`src/rtl/pos_adc_capture_if.sv`:
```
// pos_adc_capture_if: ADC pins, run control and position-sample outputs of the galvo position front end.
interface pos_adc_capture_if;
  logic enable;
  logic adc_cnv;
  logic adc_sck;
  logic adc_sdo;
  logic [15:0] pos_adc;
  logic pos_adc_data_valid;
  logic busy;
  logic sample_miss;
  modport master (
    input enable, adc_sdo,
    output adc_cnv, adc_sck, pos_adc, pos_adc_data_valid, busy, sample_miss
  );
  modport slave (
    output enable, adc_sdo,
    input adc_cnv, adc_sck, pos_adc, pos_adc_data_valid, busy, sample_miss
  );
endinterface

```
`src/rtl/pos_adc_capture.sv`:
```
// pos_adc_capture: paced 16-bit SAR ADC readout with 2^AVG_LOG2 boxcar averaging for the galvo position PID.
module pos_adc_capture #(
  parameter int CLK_DIV = 2,
  parameter int CONV_CYCLES = 50,
  parameter int SAMPLE_PERIOD = 200,
  parameter int AVG_LOG2 = 0
) (
  input logic clk_pid,
  input logic sys_rstn,
  pos_adc_capture_if.master bus
);
  localparam int AW = 16 + AVG_LOG2;
  localparam int CW = AVG_LOG2 + 1;
  localparam int TW = $clog2(SAMPLE_PERIOD);
  localparam logic [CW-1:0] LAST = CW'((1 << AVG_LOG2) - 1);
  typedef enum logic [1:0] {IDLE, CONV, READ, ACC} state_t;
  state_t state;
  logic [TW-1:0] timer;
  logic [15:0] cyc;
  logic [4:0] phase;
  logic [15:0] shreg;
  logic [AW-1:0] acc;
  logic [AW-1:0] sum;
  logic [CW-1:0] cnt;
  logic drop;
  logic tick;
  assign tick = bus.enable && timer == TW'(SAMPLE_PERIOD - 1);
  assign sum = acc + AW'(shreg);
  always_ff @(posedge clk_pid or negedge sys_rstn)
    if (!sys_rstn) timer <= '0;
    else timer <= (!bus.enable || tick) ? '0 : timer + TW'(1);
  // drop marks a transaction that saw enable low; it still runs to completion on the pins
  always_ff @(posedge clk_pid or negedge sys_rstn)
    if (!sys_rstn) begin
      state <= IDLE;
      cyc <= '0;
      phase <= '0;
      shreg <= '0;
      acc <= '0;
      cnt <= '0;
      drop <= 1'b0;
      bus.adc_cnv <= 1'b0;
      bus.adc_sck <= 1'b0;
      bus.pos_adc <= 16'h8000;
      bus.pos_adc_data_valid <= 1'b0;
      bus.busy <= 1'b0;
      bus.sample_miss <= 1'b0;
    end else begin
      bus.pos_adc_data_valid <= 1'b0;
      bus.sample_miss <= !bus.enable ? 1'b0 : (bus.sample_miss | (tick && state != IDLE));
      if (!bus.enable && state != IDLE) drop <= 1'b1;
      case (state)
        IDLE: begin
          if (!bus.enable) begin
            acc <= '0;
            cnt <= '0;
          end
          if (tick) begin
            state <= CONV;
            bus.adc_cnv <= 1'b1;
            bus.busy <= 1'b1;
            cyc <= '0;
          end
        end
        CONV:
          if (cyc == 16'(CONV_CYCLES - 1)) begin
            state <= READ;
            bus.adc_cnv <= 1'b0;
            cyc <= '0;
            phase <= '0;
          end else cyc <= cyc + 16'd1;
        READ:
          if (cyc == 16'(CLK_DIV - 1)) begin
            cyc <= '0;
            phase <= phase + 5'd1;
            bus.adc_sck <= ~bus.adc_sck;
            if (!bus.adc_sck) shreg <= {shreg[14:0], bus.adc_sdo};
            if (phase == 5'd31) state <= ACC;
          end else cyc <= cyc + 16'd1;
        ACC: begin
          state <= IDLE;
          bus.busy <= 1'b0;
          drop <= 1'b0;
          if (drop || !bus.enable) begin
            acc <= '0;
            cnt <= '0;
          end else if (cnt == LAST) begin
            acc <= '0;
            cnt <= '0;
            bus.pos_adc <= sum[AW-1:AVG_LOG2];
            bus.pos_adc_data_valid <= 1'b1;
          end else begin
            acc <= sum;
            cnt <= cnt + CW'(1);
          end
        end
        default: state <= IDLE;
      endcase
    end
endmodule

```
`src/flat_wrapper.sv`:
```
// flat-port wrapper written by rule: the top's interface ports become plain ports
module pos_adc_capture_flat 
#(
  parameter int CLK_DIV = 2,
  parameter int CONV_CYCLES = 50,
  parameter int SAMPLE_PERIOD = 200,
  parameter int AVG_LOG2 = 0
)
  (clk_pid, sys_rstn, bus_enable, bus_adc_sdo, bus_adc_cnv, bus_adc_sck, bus_pos_adc, bus_pos_adc_data_valid, bus_busy, bus_sample_miss);
  pos_adc_capture_if bus_i ();
  input logic clk_pid;
  input logic sys_rstn;
  input wire logic [$bits(bus_i.enable)-1:0] bus_enable;
  input wire logic [$bits(bus_i.adc_sdo)-1:0] bus_adc_sdo;
  output wire logic [$bits(bus_i.adc_cnv)-1:0] bus_adc_cnv;
  output wire logic [$bits(bus_i.adc_sck)-1:0] bus_adc_sck;
  output wire logic [$bits(bus_i.pos_adc)-1:0] bus_pos_adc;
  output wire logic [$bits(bus_i.pos_adc_data_valid)-1:0] bus_pos_adc_data_valid;
  output wire logic [$bits(bus_i.busy)-1:0] bus_busy;
  output wire logic [$bits(bus_i.sample_miss)-1:0] bus_sample_miss;
  assign bus_i.enable = bus_enable;
  assign bus_i.adc_sdo = bus_adc_sdo;
  assign bus_adc_cnv = bus_i.adc_cnv;
  assign bus_adc_sck = bus_i.adc_sck;
  assign bus_pos_adc = bus_i.pos_adc;
  assign bus_pos_adc_data_valid = bus_i.pos_adc_data_valid;
  assign bus_busy = bus_i.busy;
  assign bus_sample_miss = bus_i.sample_miss;
  pos_adc_capture #(.CLK_DIV(CLK_DIV), .CONV_CYCLES(CONV_CYCLES), .SAMPLE_PERIOD(SAMPLE_PERIOD), .AVG_LOG2(AVG_LOG2)) u_core (.clk_pid(clk_pid), .sys_rstn(sys_rstn), .bus(bus_i));
endmodule
```
`config.mk`:
```
export PLATFORM = sky130hd
export DESIGN_NAME = pos_adc_capture_flat
export DESIGN_NICKNAME = d
export VERILOG_FILES = /design/src/rtl/pos_adc_capture_if.sv /design/src/rtl/pos_adc_capture.sv /design/src/flat_wrapper.sv
export SDC_FILE = /design/constraint.sdc
export NUM_CORES = 1
export LEC_CHECK = 0
export CAP_MARGIN = 10
export CORE_ASPECT_RATIO = 0.75
export CORE_UTILIZATION = 45
export CTS_CLUSTER_DIAMETER = 150
export CTS_CLUSTER_SIZE = 16
export DETAILED_ROUTE_END_ITERATION = 12
export HOLD_SLACK_MARGIN = 0.08
export MAX_ROUTING_LAYER = met4
export PLACE_DENSITY = 0.75
export SLEW_MARGIN = 25
export SYNTH_ARGS = -nofsm -noshare
export SYNTH_HDL_FRONTEND = slang
export SYNTH_SLANG_ARGS = --single-unit
```
`constraint.sdc`:
```
create_clock -name clk_pid -period 2.42 [get_ports clk_pid]
set_clock_uncertainty 0.2 [all_clocks]
set_input_delay 0.363 -clock clk_pid [delete_from_list [all_inputs] [get_ports clk_pid]]
set_output_delay 0.363 -clock clk_pid [all_outputs]
set_load 0.02 [all_outputs]
```
# == After elaboration in Yosys (flattened, before gate mapping) ==
# Cells that the tools add are included.
# word_totals
out_inout_bits,21
register_bits,86
inputBits,4
elab_cells,88
# op_classes
mux,31
addsub,5
reduce_logical,22
bitwise_logic,4
n_eq_ne,12
# ops
cell,count
2-to-1 mux 16 bit,6
one-hot mux 16 bit (3 select lines),1
one-hot mux 16 bit (2 select lines),1
adder 16 x 1 -> 16 bit (second input constant),1
adder 16 bit,1
== test 16 x 1 -> 1 bit (second input constant),1
== test 16 x 6 -> 1 bit (second input constant),1
AND reduction 3 bit,4
2-to-1 mux 1 bit,11
2-to-1 mux 5 bit,2
one-hot mux 5 bit (2 select lines),1
nonzero test 2 bit,5
adder 8 x 1 -> 8 bit (second input constant),1
== test 8 bit (second input constant),1
2-to-1 mux 2 bit,4
2-to-1 mux 8 bit,1
inequality test 2 x 1 -> 1 bit (second input constant),4
one-hot mux 2 bit (4 select lines),1
AND reduction 2 bit,4
one-hot mux 1 bit (2 select lines),3
adder 5 x 1 -> 5 bit (second input constant),1
== test 5 bit (second input constant),1
== test 2 bit (second input constant),2
AND reduction 4 bit,1
10 further kinds,15

# == Depth between registers and ports, before layout ==
# Gate-level depths: netlist (run 1).
# depth
ltp_word,5
ltp_mapped,8
ltp_nobuf,7

# == Worst setup path before layout (run 1) ==
# No wires, ideal clock.
# synth_path
path_type,register to register
start,register u_core.cyc[1]
end,register u_core.shreg[10]
period_less_slack_ns,2.188
required_ns,2.095
arrival_ns,1.862
setup_time_ns,0.125
path_buffers,1
slack_ns,0.232
path_stages_with_launch,9
cell_sequence,dfrtp_1 inv_1 ha_1 nor4b_2 and4_1 nand2_2 nor2_8 buf_8 mux2_4
# synth_between
elab_chain_cells,2
# synth_lines
element,line,text
start: declaration,pos_adc_capture.sv:19,logic [15:0] cyc;
start signal: assignment,pos_adc_capture.sv:71,end else cyc <= cyc + 16'd1;
start signal: assignment,pos_adc_capture.sv:79,end else cyc <= cyc + 16'd1;
== test 16 x 1 -> 1 bit,pos_adc_capture.sv:73,if (cyc == 16'(CLK_DIV - 1)) begin
AND reduction 3 bit (no source line),--,
end signal: assignment,pos_adc_capture.sv:77,"if (!bus.adc_sck) shreg <= {shreg[14:0], bus.adc_sdo};"
end: declaration,pos_adc_capture.sv:21,logic [15:0] shreg;
# Every way passes these cells.
# A chain may end at the register's enable or synchronous reset.

# == Worst setup path after layout (run 1) ==
# layout_path
start,register u_core.cyc[1]
end,register u_core.shreg[15]
# Same word-level chain as after synthesis.

==> results.yml, run 1 <==
status:
  outcome: "finished clean"
sta:
  max_freq_ghz: 0.439
  report.final.slew_viol_count: 0
  relSlewSlack_pct: 66.4
  finalHoldViolCount: 0
  setup_viol: 0
  period_needed_ns: 2.28
  finalCritPeriodShare_pct: 94.0
  fin_setup_tns_ns: 0
  worst-slew-pin-transition_ns: 0.498
  setup_slack_ns: 0.145
  rsz0062_at_grt: "no"
pwr:
  total_leakage_power_nw: 1.91
  ir_worst_vdd_uv: 287
  powerDensity_nw_per_um2: 538
  totalPowerFinal_mw: 2.24
synthesis:
  synth_seq_cells: 69
  ys_seq_area_share_pct: 50.6
  syn_area_per_cell_sq_um: 11.0
  synth_area_sq_um: 3410
  yosysUniqueCellTypes: 54
  synthFlopType: "dfrtp_1"
  netlist_instances: 310
  synth_edf_count: 0
  synth-async-reset-ratio_pct: 100
  synth_fp_nets: 324
  yosys_warnings: 0
setup_path:
  path_cells: "inv_1, ha_1, nor4b_4, and4_1, nand2_2, nor2_8, buf_12, mux2_2"
  reg2reg_from: "u_core.cyc[1]$_DFFE_PN0P_"
  crit_type: "reg2reg"
  endpoint: "u_core.shreg[15]$_DFFE_PN0P_"
  reg2reg_to: "u_core.shreg[15]$_DFFE_PN0P_"
  cp-start-kind: "flop"
  startpoint: "u_core.cyc[1]$_DFFE_PN0P_"
  cp-end-kind: "flop"
  r2r_cells: 8
  crit_path_top_delay_cell: "dfrtp_1"
  slowest_delay_ns: 0.42
  required_ns: 2.45
  crit_fanout: 14
  arrival_ns: 2.30
  reg2reg_slack_ns: 0.14
detailed_routing:
  vias: 2494
  wire_per_inst_um: 14.6
  wl_mm: 6.84
  drtIter0Drc: 186
  drcViolationCount: 0
  via_per_inst: 5.34
  drt_first_pass_iters: 4
  antenna_left: 0
floorplan:
  die_area_sq_um: 7940
  core_sq_um: 7330
  ios: 25
  rows: 27
  die_x_um: 103
  initial_core_util_pct: 46.5
  die_y_um: 77.4
final_layout:
  syn_to_final_growth_pct: 22.1
  multiInputGateArea_sq_um: 1610
  drive_above_1_share_pct: 21.9
  final-seq-area_sq_um: 1730
  n_antenna_cell: 0
  nets: 375
  fill_cells: 598
placement:
  pre_cts_ws_ns: 0.0160
  routabilityCongestion: 0.831
  port-buffer-count: 24
  hpwl_mm: 4.62
clock_tree:
  htreeDepth: 3
  clk_pin_slew_ns: 0.08
  clk_latency_ns: 0.35
  clock_path_buffers: 2
  cts_tree: "done"
  clock-sinks: 69
  cts_buffers: 9
  clock-root-buffer: "clkbuf_8"
global_routing:
  grt_max_degree: 70
  grt_pass1_wl_mm: 11.9
  grt_overflow: 0
  antenna_found_initial: 0
  track_usage_pct: 20.1
  grt_pass1_vias: 2511
job:
  maxCapViolCount: 0
min_path:
  hold_path_class: "reg2reg"
layout make-up:
type / instances / area share [%]
sequential: 69 / 41.5
multi-input combinational: 224 / 38.7
timing repair buffer: 48 / 10.6
tap: 101 / 3.03
clock buffer: 9 / 2.97
clock inverter: 7 / 2.34
inverter: 9 / 0.811
per-stage QoR:
stage          util [%]  cell area, sq um  cells  hold slack [ns]
4_1_cts            56.2              4120    465            0.266
3_3_place_gp       52.9              3880    448            0.212
2_1_floorplan         -              3410    310           -0.133
6_report           56.8              4170    467            0.262
3_5_place_dp       52.9              3880    448            0.213
5_1_grt            56.8              4170    467            0.275
layer usage:
metal / share of wire (%) / up-vias / GRT usage [%]
met3: 4.2 / 13 / 5.86
met2: 47 / 55 / 30.2
met5: 0 / - / -
met4: 1.7 / 0 / 6.29
met1: 47 / 1217 / 26.3
li1: - / 1209 / -
cell usage after synthesis, types with 4 or more instances:
library cell	number	share of area, %
a21oi_1	4	0.59
and3_1	9	1.7
a22o_1	5	1.3
xor2_1	4	1.0
inv_1	8	0.88
nand3_1	17	2.5
or3_1	4	0.73
nor3_1	6	0.88
nor2_1	18	2.0
mux2_2	7	2.3
nand2_1	69	7.6
o21ai_0	7	1.0
dfrtp_1	68	50
mux2_4	10	4.4
nand4_1	5	0.92
ha_1	10	3.7
sequential cells by signal, summed over array words and instances, names as in the netlist:
| signal | count |
|---|---|
| u_core.bus.busy | 1 |
| u_core.bus.pos_adc_data_valid | 1 |
| u_core.timer | 8 |
| u_core.state | 2 |
| u_core.drop | 1 |
| u_core.bus.sample_miss | 1 |
| u_core.bus.adc_sck | 1 |
| u_core.phase | 5 |
| u_core.bus.adc_cnv | 1 |
| u_core.cyc | 16 |
| u_core.shreg | 16 |
| u_core.bus.pos_adc | 16 |
cell usage in the layout (no fill, tap or decap), types with 5 or more instances in the layout:
cell type        count
o21ai_0              7
a22o_1               5
nor2_1              18
nand2_1             69
nor3_1               6
clkbuf_8             9
clkdlybuf4s50_1     23
and3_1               9
ha_1                10
nand3_1             17
mux2_4              10
mux2_2               7
dfrtp_1             68
buf_4               21
nand4_1              5
inv_1                8
what timing repair did:
action	in CTS	in global routing
hold buffers	1	0
endpoints found under the setup margin	1	27
resized for setup	1	5
setup buffers	0	2
pin swaps	0	2
hold endpoints to repair	68	0
how the worst min path moves through the flow:
| stage | startpoint | to | slack, ns | depth (start not counted) |
|---|---|---|---|---|
| detailed placement | sys_rstn | u_core.bus.pos_adc[3]$_DFFE_PN0P_ | 0.21 | 2 |
| global placement | sys_rstn | u_core.bus.pos_adc[3]$_DFFE_PN0P_ | 0.21 | 2 |
| CTS | u_core.bus.pos_adc[15]$_DFFE_PN1P_ | u_core.bus.pos_adc[15]$_DFFE_PN1P_ | 0.27 | 2 |
| global route | u_core.bus.pos_adc[15]$_DFFE_PN1P_ | u_core.bus.pos_adc[15]$_DFFE_PN1P_ | 0.28 | 2 |
| finish | u_core.timer[0]$_DFF_PN0_ | u_core.timer[0]$_DFF_PN0_ | 0.26 | 1 |
| floorplan | sys_rstn | u_core.bus.adc_cnv$_DFFE_PN0P_ | -0.13 | 0 |
power by group:
group / switching [mW] / internal [mW] / total, mW
registers: 0.00406 / 1.16 / 1.16
clock network: 0.455 / 0.583 / 1.04
logic: 0.0299 / 0.0146 / 0.0445
total: 0.489 / 1.75 / 2.24
cell families (layout without fill, tap and decap cells):
| kind of cell | Yosys count | after routing | synth area share [%] |
|---|---|---|---|
| xor gates and xnor gates | 7 | 7 | 1.80 |
| muxes | 19 | 19 | 7.33 |
| buffers and inverters | 17 | 73 | 2.86 |
| AOI/OAI and AO/OA | 43 | 43 | 12.0 |
| and+or+nand+nor | 145 | 145 | 21.7 |
| adders and majority gates | 10 | 10 | 3.67 |
| DFF | 69 | 69 | 50.6 |
critical path: cells and delay by family, from the launching register on:
family                   cells  cell delay [ns]
adder cells (fa/ha/maj)      1             0.15
buffers and inverters        2             0.25
flip-flops                   1             0.42
multiplexers                 1             0.34
AND/OR/NAND/NOR              4             0.81
Note: power is estimated with default switching activity, not from simulation.
==> run 2: changes to the inputs <==
--- a/config.mk
+++ b/config.mk
@@ -7,13 +7,13 @@
 export LEC_CHECK = 0
 export CAP_MARGIN = 10
 export CORE_ASPECT_RATIO = 0.75
-export CORE_UTILIZATION = 45
+export CORE_UTILIZATION = 56
 export CTS_CLUSTER_DIAMETER = 150
 export CTS_CLUSTER_SIZE = 16
 export DETAILED_ROUTE_END_ITERATION = 12
 export HOLD_SLACK_MARGIN = 0.08
 export MAX_ROUTING_LAYER = met4
-export PLACE_DENSITY = 0.75
+export PLACE_DENSITY = 0.88
 export SLEW_MARGIN = 25
 export SYNTH_ARGS = -nofsm -noshare
 export SYNTH_HDL_FRONTEND = slang
==> results.yml, run 2 (synthesis results as in run 1) <==
floorplan:
  initial_core_util_pct: 58.3
  die_y_um: 69.6
  die_x_um: 92.1
  core_sq_um: 5860
  rows: 24
  ios: 25
  die_area_sq_um: 6410
final_layout:
  layout.cells.most_common_list: "nand2_1, dfrtp_1, clkdlybuf4s50_1"
  nets: 371
  n_antenna_cell: 0
  reg.largest.list: "u_core.bus.pos_adc (16), u_core.cyc (16), u_core.shreg (16)"
  syn_to_final_growth_pct: 21.3
  final_common_cell: "nand2_1"
  final-seq-area_sq_um: 1730
  drive_above_1_share_pct: 21.3
  multiInputGateArea_sq_um: 1630
  fill_cells: 385
pwr:
  p_seq_share_pct: 50.3
  p_clk_share_pct: 47.6
  powerDensity_nw_per_um2: 558
  ir_worst_vdd_uv: 316
  p_switching_mw: 0.500
  internal-power_mw: 1.81
  total_leakage_power_nw: 1.92
  comb_power_share_pct: 2.1
  swShare_pct: 21.6
clock_tree:
  clock_path_buffers: 2
  cts_tree: "done"
  clk_latency_ns: 0.35
  clock-root-buffer: "clkbuf_8"
  cts_buffers: 9
  htreeDepth: 3
  clk_pin_slew_ns: 0.08
  clock-sinks: 69
global_routing:
  antenna_found_initial: 0
  grt_pass1_wl_mm: 12.2
  grt_max_degree: 70
  grt_overflow: 0
  track_usage_pct: 25.5
  grt_pass1_vias: 2593
sta:
  relSlewSlack_pct: 62.4
  timing.hold.ws_ns: 0.275
  finalHoldViolCount: 0
  period_needed_ns: 2.37
  fin_setup_tns_ns: 0
  setup_viol: 0
  report.final.slew_viol_count: 0
  worst-slew-pin-transition_ns: 0.556
  max_freq_ghz: 0.422
  finalCritPeriodShare_pct: 97.9
  setup_slack_ns: 0.0504
detailed_routing:
  drtIter0Drc: 213
  wire_per_inst_um: 17.3
  antenna_left: 0
  via_per_inst: 6.03
  drcViolationCount: 0
  drt_first_pass_iters: 5
  vias: 2652
  wl_mm: 7.62
job:
  maxCapViolCount: 0
placement:
  hpwl_mm: 4.78
  pre_cts_ws_ns: -0.0421
  routabilityCongestion: 0.883
  port-buffer-count: 24
setup_path:
  crit_type: "reg2reg"
  crit_fanout: 9
  cp-end-kind: "flop"
  arrival_ns: 2.40
  required_ns: 2.45
  cp-start-kind: "flop"
status:
  outcome: "finished clean"
min_path:
  hold_path_class: "reg2reg"
[run 2: changes by cell type in the layout (fill, tap and decap cells not counted)]
cell / delta
buf_4: -4
clkbuf_8: +2
clkinv_4: -1
clkinvlp_4: -1
ha_1: -1
ha_4: +1
nor4_2: -1
nor4_4: +1
o311ai_0: +1
o311ai_1: -1
[run 2: power groups by stage]
stage	logic, mW	clock network (mW)	registers (mW)
after CTS	0.0478	1.11	1.16
after global placement	0.0444	0	1.18
after global routing	0.0557	1.14	1.16
after detailed placement	0.0460	0	1.18
final	0.0476	1.10	1.16
after floorplan	0.00922	0	1.18
[run 2: worst paths after layout]
kind	start	endpoint	slack [ns]	cells past startpoint
worst max-delay path	u_core.cyc[8]$_DFFE_PN0P_	u_core.cyc[15]$_DFFE_PN0P_	0.05	5
worst min-delay path	u_core.bus.pos_adc[4]$_DFFE_PN0P_	u_core.bus.pos_adc[4]$_DFFE_PN0P_	0.27	2
worst max register to register	u_core.cyc[8]$_DFFE_PN0P_	u_core.cyc[15]$_DFFE_PN0P_	0.05	5
worst min register to register	u_core.bus.pos_adc[4]$_DFFE_PN0P_	u_core.bus.pos_adc[4]$_DFFE_PN0P_	0.27	2
max in group asynchronous	sys_rstn	u_core.bus.pos_adc[15]$_DFFE_PN1P_	1.33	3
min in group asynchronous	sys_rstn	u_core.timer[4]$_DFF_PN0_	0.37	3
[run 2: final cells by class]
type                       count  area share (%)
clock buffer                  11            3.66
sequential                    69            41.7
inverter                       9           0.816
tap                           78            2.36
timing repair buffer          44            9.98
multi-input combinational    224            39.5
clock inverter                 5            1.96
[run 2: repair_timing]
action                                  4_1_cts  5_1_grt
hold endpoints to repair                     68        0
hold buffers                                  1        0
buffers inserted                              0        2
endpoints found under the setup margin        0       31
resized for setup                             0        8
[run 2: per-stage QoR]
step	instances	area, sq um	utilization [%]	power (mW)
floorplan	310	3410	-	1.19
global placement	421	3820	65.3	1.23
detailed placement	421	3820	65.3	1.23
CTS	438	4060	69.4	2.31
global route	440	4140	70.7	2.36
finish	440	4140	70.7	2.31
[run 2: critical path: stages, from the launching register on]
cell and delay (ns):
dfrtp_1 0.48, nor4bb_1 0.55, a41oi_4 0.24, o221ai_4 0.38, o21ai_0 0.23, o2bb2ai_1 0.17
[run 2: metal layers]
layer / track usage (%) / wire length, um
met1: 34.8 / 3380
met4: 11.5 / 195
met2: 35.8 / 3570
met3: 6.91 / 471
met5: - / 0
==> run 3: changes to the inputs <==
--- a/config.mk
+++ b/config.mk
@@ -5,7 +5,7 @@
 export SDC_FILE = /design/constraint.sdc
 export NUM_CORES = 1
 export LEC_CHECK = 0
-export CAP_MARGIN = 10
+export CAP_MARGIN = 0
 export CORE_ASPECT_RATIO = 0.75
 export CORE_UTILIZATION = 56
 export CTS_CLUSTER_DIAMETER = 150
==> results of run 3 <==
No change in the layout: final DEF, timing and power equal those of run 2.
